==> src/rtl/phy_mdio_pkg.sv <==
// Shared MDIO register map, bit positions and sequencer state encoding for the PHY
// bring-up logic and anything that needs to decode its state.
package phy_mdio_pkg;

    localparam logic [4:0]  REG_BMCR      = 5'd0;
    localparam logic [4:0]  REG_BMSR      = 5'd1;
    localparam int          BMCR_RESET    = 15;
    localparam int          BMSR_AN_DONE  = 5;
    localparam int          BMSR_LINK     = 2;
    localparam logic [15:0] BMCR_SOFT_RST = 16'h8000;

    localparam logic [3:0] ST_PWR_WAIT = 4'd0;
    localparam logic [3:0] ST_RST_WR   = 4'd1;
    localparam logic [3:0] ST_RST_GAP  = 4'd2;
    localparam logic [3:0] ST_RST_RD   = 4'd3;
    localparam logic [3:0] ST_CFG_WR   = 4'd4;
    localparam logic [3:0] ST_AN_GAP   = 4'd5;
    localparam logic [3:0] ST_AN_RD    = 4'd6;
    localparam logic [3:0] ST_MON_WAIT = 4'd7;
    localparam logic [3:0] ST_MON_RD   = 4'd8;
    localparam logic [3:0] ST_ERROR    = 4'd9;
    localparam logic [3:0] ST_DRAIN    = 4'd10;

    typedef enum logic [3:0] {
        S_PWR_WAIT = ST_PWR_WAIT,
        S_RST_WR   = ST_RST_WR,
        S_RST_GAP  = ST_RST_GAP,
        S_RST_RD   = ST_RST_RD,
        S_CFG_WR   = ST_CFG_WR,
        S_AN_GAP   = ST_AN_GAP,
        S_AN_RD    = ST_AN_RD,
        S_MON_WAIT = ST_MON_WAIT,
        S_MON_RD   = ST_MON_RD,
        S_ERROR    = ST_ERROR,
        S_DRAIN    = ST_DRAIN
    } state_t;

    function automatic int unsigned max_u(input int unsigned a, input int unsigned b);
        return (a > b) ? a : b;
    endfunction

    // One spare bit so a counter can reach the limit itself without wrapping.
    function automatic int unsigned cnt_width(input int unsigned n);
        return $clog2(n) + 1;
    endfunction

endpackage

==> src/rtl/phy_config_ctrl_if.sv <==
// Request/completion signals between the bring-up sequencer and mdio_transmit.
interface phy_config_ctrl_if;
    logic        mdio_start;
    logic        mdio_read;
    logic [4:0]  mdio_phy_addr;
    logic [4:0]  mdio_reg_addr;
    logic [15:0] mdio_wdata;
    logic        mdio_done;
    logic [15:0] mdio_rdata;

    modport master (
        output mdio_start, mdio_read, mdio_phy_addr, mdio_reg_addr, mdio_wdata,
        input  mdio_done, mdio_rdata
    );

    modport slave (
        input  mdio_start, mdio_read, mdio_phy_addr, mdio_reg_addr, mdio_wdata,
        output mdio_done, mdio_rdata
    );
endinterface

==> src/rtl/mdio_txn_issuer.sv <==
// Turns a single-cycle request into an mdio_transmit transaction: one start pulse, args held
// until done, and a discard flag so an aborted transaction drains without reporting data.
module mdio_txn_issuer #(
    parameter logic [4:0] PHY_ADDR = 5'd1
) (
    input  logic              mdc,
    input  logic              reset_n,
    input  logic              i_req,
    input  logic              i_read,
    input  logic [4:0]        i_reg_addr,
    input  logic [15:0]       i_wdata,
    input  logic              i_abort,
    output logic              o_pending,
    output logic              o_ack,
    output logic [15:0]       o_rdata,
    phy_config_ctrl_if.master mdio
);

    logic        r_start;
    logic        r_read;
    logic [4:0]  r_reg_addr;
    logic [15:0] r_wdata;
    logic        r_outstanding;
    logic        r_discard;
    logic        w_done;
    logic        w_accept;

    // A done with nothing outstanding is ignored entirely.
    assign w_done    = r_outstanding & mdio.mdio_done;
    assign o_pending = r_outstanding & ~w_done;
    assign w_accept  = i_req & ~o_pending;
    assign o_ack     = w_done & ~r_discard & ~i_abort;
    assign o_rdata   = mdio.mdio_rdata;

    always_ff @(posedge mdc) begin
        if (!reset_n) begin
            r_start       <= 1'b0;
            r_read        <= 1'b0;
            r_reg_addr    <= '0;
            r_wdata       <= '0;
            r_outstanding <= 1'b0;
            r_discard     <= 1'b0;
        end else begin
            r_start <= w_accept;
            if (w_accept) begin
                r_read     <= i_read;
                r_reg_addr <= i_reg_addr;
                r_wdata    <= i_wdata;
            end
            if (w_accept)
                r_outstanding <= 1'b1;
            else if (w_done)
                r_outstanding <= 1'b0;
            if (w_done)
                r_discard <= 1'b0;
            else if (i_abort && r_outstanding)
                r_discard <= 1'b1;
        end
    end

    assign mdio.mdio_start    = r_start;
    assign mdio.mdio_read     = r_read;
    assign mdio.mdio_phy_addr = PHY_ADDR;
    assign mdio.mdio_reg_addr = r_reg_addr;
    assign mdio.mdio_wdata    = r_wdata;

endmodule

==> src/rtl/phy_config_ctrl.sv <==
// PHY bring-up sequencer: soft reset, poll reset clear, write BMCR, wait for autoneg,
// then poll BMSR forever and report link. Transactions go out through mdio_txn_issuer.
module phy_config_ctrl
    import phy_mdio_pkg::*;
#(
    parameter logic [4:0]  PHY_ADDR     = 5'd1,
    parameter logic [15:0] CFG_BMCR     = 16'h1140,
    parameter int unsigned PWRUP_WAIT   = 1000,
    parameter int unsigned POLL_GAP     = 200,
    parameter int unsigned RST_POLL_MAX = 16,
    parameter int unsigned AN_POLL_MAX  = 4096,
    parameter int unsigned LINK_POLL    = 5000
) (
    input  logic              mdc,
    input  logic              reset_n,
    input  logic              restart,
    phy_config_ctrl_if.master mdio,
    output logic              busy,
    output logic              cfg_done,
    output logic              cfg_error,
    output logic              link_up
);

    localparam int unsigned CNT_W  = cnt_width(max_u(max_u(PWRUP_WAIT, POLL_GAP), LINK_POLL));
    localparam int unsigned POLL_W = cnt_width(max_u(RST_POLL_MAX, AN_POLL_MAX));

    state_t              r_state, w_state_nxt;
    logic [CNT_W-1:0]    r_cnt, w_cnt_nxt;
    logic [POLL_W-1:0]   r_poll, w_poll_nxt;
    logic                r_cfg_done, w_cfg_done_nxt;
    logic                r_cfg_error, w_cfg_error_nxt;
    logic                r_link_up, w_link_up_nxt;
    logic                w_req, w_req_read;
    logic [4:0]          w_req_reg;
    logic [15:0]         w_req_wdata;
    logic                w_pending, w_ack;
    logic [15:0]         w_rdata;

    // A zero or one cycle limit lets the wait state leave on its first cycle.
    function automatic logic elapsed(input logic [CNT_W-1:0] cnt, input int unsigned lim);
        return (cnt + CNT_W'(1)) >= CNT_W'(lim);
    endfunction

    mdio_txn_issuer #(.PHY_ADDR(PHY_ADDR)) u_issuer (
        .mdc        (mdc),
        .reset_n    (reset_n),
        .i_req      (w_req),
        .i_read     (w_req_read),
        .i_reg_addr (w_req_reg),
        .i_wdata    (w_req_wdata),
        .i_abort    (restart),
        .o_pending  (w_pending),
        .o_ack      (w_ack),
        .o_rdata    (w_rdata),
        .mdio       (mdio)
    );

    always_ff @(posedge mdc) begin
        if (!reset_n) begin
            r_state     <= S_PWR_WAIT;
            r_cnt       <= '0;
            r_poll      <= '0;
            r_cfg_done  <= 1'b0;
            r_cfg_error <= 1'b0;
            r_link_up   <= 1'b0;
        end else begin
            r_state     <= w_state_nxt;
            r_cnt       <= w_cnt_nxt;
            r_poll      <= w_poll_nxt;
            r_cfg_done  <= w_cfg_done_nxt;
            r_cfg_error <= w_cfg_error_nxt;
            r_link_up   <= w_link_up_nxt;
        end
    end

    // Requests are issued on the transition into a *_WR/*_RD state.
    always_comb begin
        w_state_nxt     = r_state;
        w_cnt_nxt       = r_cnt + CNT_W'(1);
        w_poll_nxt      = r_poll;
        w_cfg_done_nxt  = r_cfg_done;
        w_cfg_error_nxt = r_cfg_error;
        w_link_up_nxt   = r_link_up;
        w_req           = 1'b0;
        w_req_read      = 1'b0;
        w_req_reg       = REG_BMCR;
        w_req_wdata     = '0;
        if (restart) begin
            w_state_nxt     = w_pending ? S_DRAIN : S_PWR_WAIT;
            w_cnt_nxt       = '0;
            w_poll_nxt      = '0;
            w_cfg_done_nxt  = 1'b0;
            w_cfg_error_nxt = 1'b0;
            w_link_up_nxt   = 1'b0;
        end else begin
            case (r_state)
                S_PWR_WAIT: if (elapsed(r_cnt, PWRUP_WAIT)) begin
                    w_state_nxt = S_RST_WR;
                    w_req       = 1'b1;
                    w_req_wdata = BMCR_SOFT_RST;
                end
                S_RST_WR: if (w_ack) w_state_nxt = S_RST_GAP;
                S_RST_GAP: if (elapsed(r_cnt, POLL_GAP)) begin
                    w_state_nxt = S_RST_RD;
                    w_req       = 1'b1;
                    w_req_read  = 1'b1;
                end
                S_RST_RD: if (w_ack) begin
                    w_poll_nxt = r_poll + POLL_W'(1);
                    if (!w_rdata[BMCR_RESET]) begin
                        w_state_nxt = S_CFG_WR;
                        w_poll_nxt  = '0;
                        w_req       = 1'b1;
                        w_req_wdata = CFG_BMCR;
                    end else if (w_poll_nxt >= POLL_W'(RST_POLL_MAX)) begin
                        w_state_nxt     = S_ERROR;
                        w_cfg_error_nxt = 1'b1;
                    end else begin
                        w_state_nxt = S_RST_GAP;
                    end
                end
                S_CFG_WR: if (w_ack) w_state_nxt = S_AN_GAP;
                S_AN_GAP: if (elapsed(r_cnt, POLL_GAP)) begin
                    w_state_nxt = S_AN_RD;
                    w_req       = 1'b1;
                    w_req_read  = 1'b1;
                    w_req_reg   = REG_BMSR;
                end
                S_AN_RD: if (w_ack) begin
                    w_poll_nxt    = r_poll + POLL_W'(1);
                    w_link_up_nxt = w_rdata[BMSR_LINK];
                    if (w_rdata[BMSR_AN_DONE]) begin
                        w_state_nxt    = S_MON_WAIT;
                        w_cfg_done_nxt = 1'b1;
                    end else if (w_poll_nxt >= POLL_W'(AN_POLL_MAX)) begin
                        w_state_nxt     = S_ERROR;
                        w_cfg_error_nxt = 1'b1;
                    end else begin
                        w_state_nxt = S_AN_GAP;
                    end
                end
                S_MON_WAIT: if (elapsed(r_cnt, LINK_POLL)) begin
                    w_state_nxt = S_MON_RD;
                    w_req       = 1'b1;
                    w_req_read  = 1'b1;
                    w_req_reg   = REG_BMSR;
                end
                S_MON_RD: if (w_ack) begin
                    w_link_up_nxt = w_rdata[BMSR_LINK];
                    w_state_nxt   = S_MON_WAIT;
                end
                S_DRAIN: if (!w_pending) w_state_nxt = S_PWR_WAIT;
                S_ERROR: ;
                default: w_state_nxt = S_PWR_WAIT;
            endcase
            if (w_state_nxt != r_state)
                w_cnt_nxt = '0;
        end
    end

    assign busy      = !(r_state inside {S_MON_WAIT, S_MON_RD, S_ERROR});
    assign cfg_done  = r_cfg_done;
    assign cfg_error = r_cfg_error;
    assign link_up   = r_link_up;

endmodule

==> src/flat_wrapper.sv <==
// flat-port wrapper written by rule: the top's interface ports become plain ports
module phy_config_ctrl_flat import phy_mdio_pkg::*;
#(
    parameter logic [4:0]  PHY_ADDR     = 5'd1,
    parameter logic [15:0] CFG_BMCR     = 16'h1140,
    parameter int unsigned PWRUP_WAIT   = 1000,
    parameter int unsigned POLL_GAP     = 200,
    parameter int unsigned RST_POLL_MAX = 16,
    parameter int unsigned AN_POLL_MAX  = 4096,
    parameter int unsigned LINK_POLL    = 5000
)
  (mdc, reset_n, restart, busy, cfg_done, cfg_error, link_up, mdio_mdio_start, mdio_mdio_read, mdio_mdio_phy_addr, mdio_mdio_reg_addr, mdio_mdio_wdata, mdio_mdio_done, mdio_mdio_rdata);
  phy_config_ctrl_if mdio_i ();
  input  logic mdc;
  input  logic reset_n;
  input  logic restart;
  output logic busy;
  output logic cfg_done;
  output logic cfg_error;
  output logic link_up;
  output wire logic [$bits(mdio_i.mdio_start)-1:0] mdio_mdio_start;
  output wire logic [$bits(mdio_i.mdio_read)-1:0] mdio_mdio_read;
  output wire logic [$bits(mdio_i.mdio_phy_addr)-1:0] mdio_mdio_phy_addr;
  output wire logic [$bits(mdio_i.mdio_reg_addr)-1:0] mdio_mdio_reg_addr;
  output wire logic [$bits(mdio_i.mdio_wdata)-1:0] mdio_mdio_wdata;
  input wire logic [$bits(mdio_i.mdio_done)-1:0] mdio_mdio_done;
  input wire logic [$bits(mdio_i.mdio_rdata)-1:0] mdio_mdio_rdata;
  assign mdio_mdio_start = mdio_i.mdio_start;
  assign mdio_mdio_read = mdio_i.mdio_read;
  assign mdio_mdio_phy_addr = mdio_i.mdio_phy_addr;
  assign mdio_mdio_reg_addr = mdio_i.mdio_reg_addr;
  assign mdio_mdio_wdata = mdio_i.mdio_wdata;
  assign mdio_i.mdio_done = mdio_mdio_done;
  assign mdio_i.mdio_rdata = mdio_mdio_rdata;
  phy_config_ctrl #(.PHY_ADDR(PHY_ADDR), .CFG_BMCR(CFG_BMCR), .PWRUP_WAIT(PWRUP_WAIT), .POLL_GAP(POLL_GAP), .RST_POLL_MAX(RST_POLL_MAX), .AN_POLL_MAX(AN_POLL_MAX), .LINK_POLL(LINK_POLL)) u_core (.mdc(mdc), .reset_n(reset_n), .restart(restart), .mdio(mdio_i), .busy(busy), .cfg_done(cfg_done), .cfg_error(cfg_error), .link_up(link_up));
endmodule
==> config.mk <==
export PLATFORM = sky130hd
export DESIGN_NAME = phy_config_ctrl_flat
export DESIGN_NICKNAME = d
export VERILOG_FILES = /design/src/rtl/phy_mdio_pkg.sv /design/src/rtl/phy_config_ctrl_if.sv /design/src/rtl/mdio_txn_issuer.sv /design/src/rtl/phy_config_ctrl.sv /design/src/flat_wrapper.sv
export SDC_FILE = /design/constraint.sdc
export NUM_CORES = 1
export LEC_CHECK = 0
export CAP_MARGIN = 20
export CORE_MARGIN = 1
export CORE_UTILIZATION = 50
export CTS_CLUSTER_DIAMETER = 80
export DETAILED_ROUTE_END_ITERATION = 8
export PLACE_DENSITY = 0.73
export REMOVE_ABC_BUFFERS = 1
export SYNTH_ARGS = -nofsm -noshare
export SYNTH_HDL_FRONTEND = slang
export SYNTH_HIERARCHICAL = 1
export SYNTH_SLANG_ARGS = --single-unit
==> constraint.sdc <==
create_clock -name mdc -period 8.19 [get_ports mdc]
set_clock_uncertainty 0.2 [all_clocks]
set_input_delay 1.638 -clock mdc [delete_from_list [all_inputs] [get_ports mdc]]
set_output_delay 1.638 -clock mdc [all_outputs]
set_load 0.02 [all_outputs]
* After elaboration in Yosys (flattened, before gate mapping) *
Index checks and enable logic that the tools add are counted.
Widths: inputs -> output; s select.

word-level totals
  flip-flop bits (word level) = 59
  input bits = 20

operators by class
  add/sub/neg operators = 2
  magnitude comparators = 5
  eq/ne operators = 17
  multiplexer cells = 49
  bitwise operators = 10
  reductions and logical operators = 15

operators by type and width
  cell                   count
  $mux 4                 17
  $mux 13                4
  $mux 16                3
  $pmux 4 s11            1
  $pmux 16 s2            1
  $pmux 13 s2            1
  $mux 1                 17
  $eq 4x3->1 const B     4
  $add 14x1->14 const B  1
  $ge 14x10->1 const B   1
  $ge 14x13->1 const B   1
  $ge 14x8->1 const B    1
  $add 13x1->13 const B  1
  $ge 13x13->1 const B   1
  $ge 13x5->1 const B    1
  $eq 4x4->1 const B     3
  $pmux 5 s2             1
  $eq 4x2->1 const B     2
  $ne 2x2->1 const B     4
  $reduce_or 2->1        4
  $reduce_and 7->1       1
  $reduce_and 3->1       2
  $and 1x1->1            5
  $mux 5                 1
  13 further kinds       20

* Logic depth before layout (Yosys ltp) *
  depth after elaboration = 9
  mapped depth = 13
  gate-level depth less buffers = 10

* Hierarchy *
Netlist, hierarchy kept.

by module, submodules not included
  module           instances  cells each  area an instance (sq um)
  phy_config_ctrl  1          320         2523.7
  mdio_txn_issuer  1          131         1178.6

* Worst setup path before layout *
OpenSTA, ideal clock, no wires.

  path type = input to register
  from = input mdio_mdio_done
  to = register u_core.r_poll[12]
  setup time = 65 ps
  data arrival time = 3356 ps
  data required time = 7925 ps
  setup slack = 4569 ps
  cell stages on the path = 10
  cell sequence = nand2_1 -> nor3_1 -> clkbuf_1 -> and3_1 -> clkbuf_1 -> o21ai_1 -> clkbuf_1 -> nor3b_1 -> a21oi_1 -> nor2_1

on the way
  longest elaborated chain between the ends = 5

ends and longest elaborated chain
  element                              line                   source
  start, declared                      flat_wrapper.sv:26     input wire logic [$bits(mdio_i.mdio_done)-1:0] mdio_mdio_done;
  $and 1x1->1 *                        mdio_txn_issuer.sv:29  assign w_done = r_outstanding & mdio.mdio_done;
  $and 1x1->1 * (2 in series)          mdio_txn_issuer.sv:32  assign o_ack = w_done & ~r_discard & ~i_abort;
  named net u_core.w_ack               phy_config_ctrl.sv:36  logic w_pending, w_ack;
  $ne 2x2->1 (no source line)          n/a
  $reduce_and 3->1 (no source line) *  n/a
  end signal, assigned                 phy_config_ctrl.sv:69  r_poll <= w_poll_nxt;
  end, declared                        phy_config_ctrl.sv:29  logic [POLL_W-1:0] r_poll, w_poll_nxt;

Mark *: on every way through the listed nets, which the timed path passes. The rest lies on a longest branch.
A chain may end at the register's enable or synchronous reset.

* Worst setup path after layout *
  from = input restart
  to = register u_core.r_cnt[9]

on the way
  longest elaborated chain between the ends = 7

ends and longest elaborated chain
  element                             line                    source
  start, declared                     flat_wrapper.sv:16      input logic restart;
  $not 1->1 *                         mdio_txn_issuer.sv:32
  $and 1x1->1 *                       mdio_txn_issuer.sv:32
  named net u_core.w_ack              phy_config_ctrl.sv:36
  $mux 4, on equally long branches    n/a
  $pmux 4 s11 *                       phy_config_ctrl.sv:96   case (r_state)
  $mux 4 *                            phy_config_ctrl.sv:88   if (restart) begin
  $ne 4x4->1 *                        phy_config_ctrl.sv:156  if (w_state_nxt != r_state)
  $reduce_or 3->1 (no source line) *  n/a
  end signal, assigned                phy_config_ctrl.sv:68   r_cnt <= w_cnt_nxt;
  end, declared                       phy_config_ctrl.sv:28   logic [CNT_W-1:0] r_cnt, w_cnt_nxt;

Mark *: on every way through the listed nets, which the timed path passes. The rest lies on a longest branch. The select of a mux whose other input is x is not followed.

==> impl_metrics.tcl <==
set metrics [dict create \
    outcome "complete, no violations" \
    reg2reg_from "u_core/r_cnt[0]$_SDFF_PP0_" \
    path_buf_inv 2 \
    hold_depth 2 \
    crit_start "restart" \
    power.density_nw_per_um2 150 \
    port_buffers 33 \
    cts_buffer_depth 2 \
    layout-drive-gt1-share 0.118 \
    die_h_um 86.9 \
    slew_viol_final 0 \
    cpLargestDelayFamily "compound AO/OA/AOI/OAI gates" \
    grt_pass1_wl_mm 12.6 \
    tns_ns 0 \
    via_per_inst 5.51 \
    antenna_cells 0 \
    postSynthAreaPerCell_um2 8.23 \
    clkSlewWorstSetupHoldPaths_ns 0.07 \
    insertion_delay_ns 0.33 \
    h-tree-depth 3 \
    reg2regPathDepth 11 \
    cts-root-buf "clkbuf_8" \
    finalHoldViolCount 0 \
    finalNetCount 492 \
    fillers 633 \
    routed_wl_mm 7.60 \
    fin_crit_ns 4.07 \
    num_vias 3143 \
    synthCells 438 \
    worstPathMaxFanout 14 \
    worst_pin_slew_ns 0.641 \
    slew_headroom 0.571 \
    path_cells "clkdlybuf4s50_1 -> nor3_1 -> buf_4 -> o41a_2 -> o31a_1 -> and4_4 -> o211ai_4 -> nor2_1" \
    syn2layout_area_growth_pct 14.5 \
    hold_class "flop to flop" \
    cts_setup_buffers 0 \
    rsz0062_at_grt "false" \
    grt_pass1_vias 2715 \
    cp.arrival_ns 4.06 \
    fp-row-count 30 \
    cts_hold_buf 0 \
    firstDrtPassIters 4 \
    start_util 0.525 \
    syn-cell-area_um2 3600 \
    maxCapViolations 0 \
    cp.depth 8 \
    critPathKind "input pin to flop" \
    p_leak_nw 1.46 \
    cts_buffers 9 \
    cts_resized 0 \
    critPathMaxStageDelay_ns 0.69 \
    wl_per_cell_um 13.3 \
    core_um2 6870 \
    grt_max_degree 50 \
    overflow 0 \
    endpoint_kind "flop" \
    power.total_uw 617 \
    finalSetupViolations 0 \
    hp-start "u_core/u_issuer/mdio.mdio_wdata[4]$_SDFFE_PN0P_" \
    dieArea_um2 7550 \
    grt_usage 0.211 \
    vdd_ir_drop_max_v 0.0000779 \
    drc 0 \
    startpoint_type "input pin" \
    finalCritPeriodShare 0.497 \
    place_congestion 0.843 \
    cts_sinks 59 \
    max_clock_freq_mhz 246 \
    cts_tree "done" \
    die_w_um 86.9 \
    crit_slowest_cell "clkdlybuf4s50_1" \
    ant_nets 0 \
    required_ns 8.18 \
    ys_warn_count 6 \
    drt_iter0_markers 176 \
    io_pins 52 \
    dp.final_hpwl_mm 5.27 \
    antenna_found_initial 0 \
]
-- tightest hold or removal path, stage by stage (launching register included) --
cell     delay (ns)
dfxtp_1        0.31
nand2_1        0.05
mux2i_1        0.05
-- cell usage in the layout, fill, tap and decap left out, types with 9 or more instances in the layout --
| cell type | n |
|---|---|
| nand2_1 | 68 |
| dfxtp_1 | 59 |
| nor2_1 | 35 |
| clkdlybuf4s50_1 | 33 |
| mux2i_1 | 26 |
| a21oi_1 | 21 |
| conb_1 | 21 |
| nand3_1 | 18 |
| o21ai_0 | 14 |
| nor3_1 | 13 |
| a31oi_1 | 12 |
| clkbuf_8 | 11 |
| xnor2_1 | 11 |
| nor2_2 | 10 |
| inv_1 | 9 |
-- path summary, 6_finish.rpt --
kind | slack [ns] | endpoint
setup / recovery | 4.12 | u_core/r_cnt[9]$_SDFF_PP0_
hold / removal | 0.26 | u_core/u_issuer/mdio.mdio_wdata[4]$_SDFFE_PN0P_
setup reg to reg | 4.49 | u_core/u_issuer/mdio.mdio_wdata[8]$_SDFFE_PN0P_
hold reg to reg | 0.26 | u_core/u_issuer/mdio.mdio_wdata[4]$_SDFFE_PN0P_
-- area by class of cell --
class | count | area, um2 | share of cell area
Clock buffer | 11 | 151 | 0.0367
Clock inverter | 4 | 73.8 | 0.0179
Inverter | 9 | 33.8 | 0.00818
Multi-Input combinational cell | 354 | 2210 | 0.535
Sequential cell | 59 | 1180 | 0.286
Tap cell | 96 | 120 | 0.0291
Timing Repair Buffer | 37 | 360 | 0.0873
-- metrics by stage --
stage	hold WS [ns]	cell area [um2]	setup WS, ns	util	std cells
floorplan	0.253	3420	4.06	-	422
global placement	0.243	3900	3.80	0.567	554
detailed placement	0.250	3900	3.70	0.567	554
CTS	0.259	4120	4.06	0.600	569
global route	0.280	4130	4.04	0.601	570
finish	0.257	4130	4.12	0.601	570
-- power by group --
part	switching, mW	total [mW]	leakage [nW]	internal [mW]
clock network	0.115	0.301	0.115	0.186
registers	0.00309	0.291	0.476	0.288
logic	0.0168	0.0251	0.865	0.00831
total	0.135	0.617	1.46	0.482
-- state kept, by name (all words and copies together) (netlist names) --
name,count
u_core/cfg_done,1
u_core/cfg_error,1
u_core/link_up,1
u_core/r_cnt,14
u_core/r_poll,13
u_core/r_state,4
u_core/u_issuer/mdio.mdio_read,1
u_core/u_issuer/mdio.mdio_reg_addr,5
u_core/u_issuer/mdio.mdio_start,1
u_core/u_issuer/mdio.mdio_wdata,16
u_core/u_issuer/r_discard,1
u_core/u_issuer/r_outstanding,1
-- routing by layer --
layer / global-route usage / wire (um) / vias to the layer above
li1: - / - / 1591
met1: 0.274 / 3630 / 1477
met2: 0.341 / 3580 / 70
met3: 0.0588 / 335 / 5
met4: 0.0606 / 60 / 0
met5: 0 / 0 / -
(Power assumes the default switching activity.)
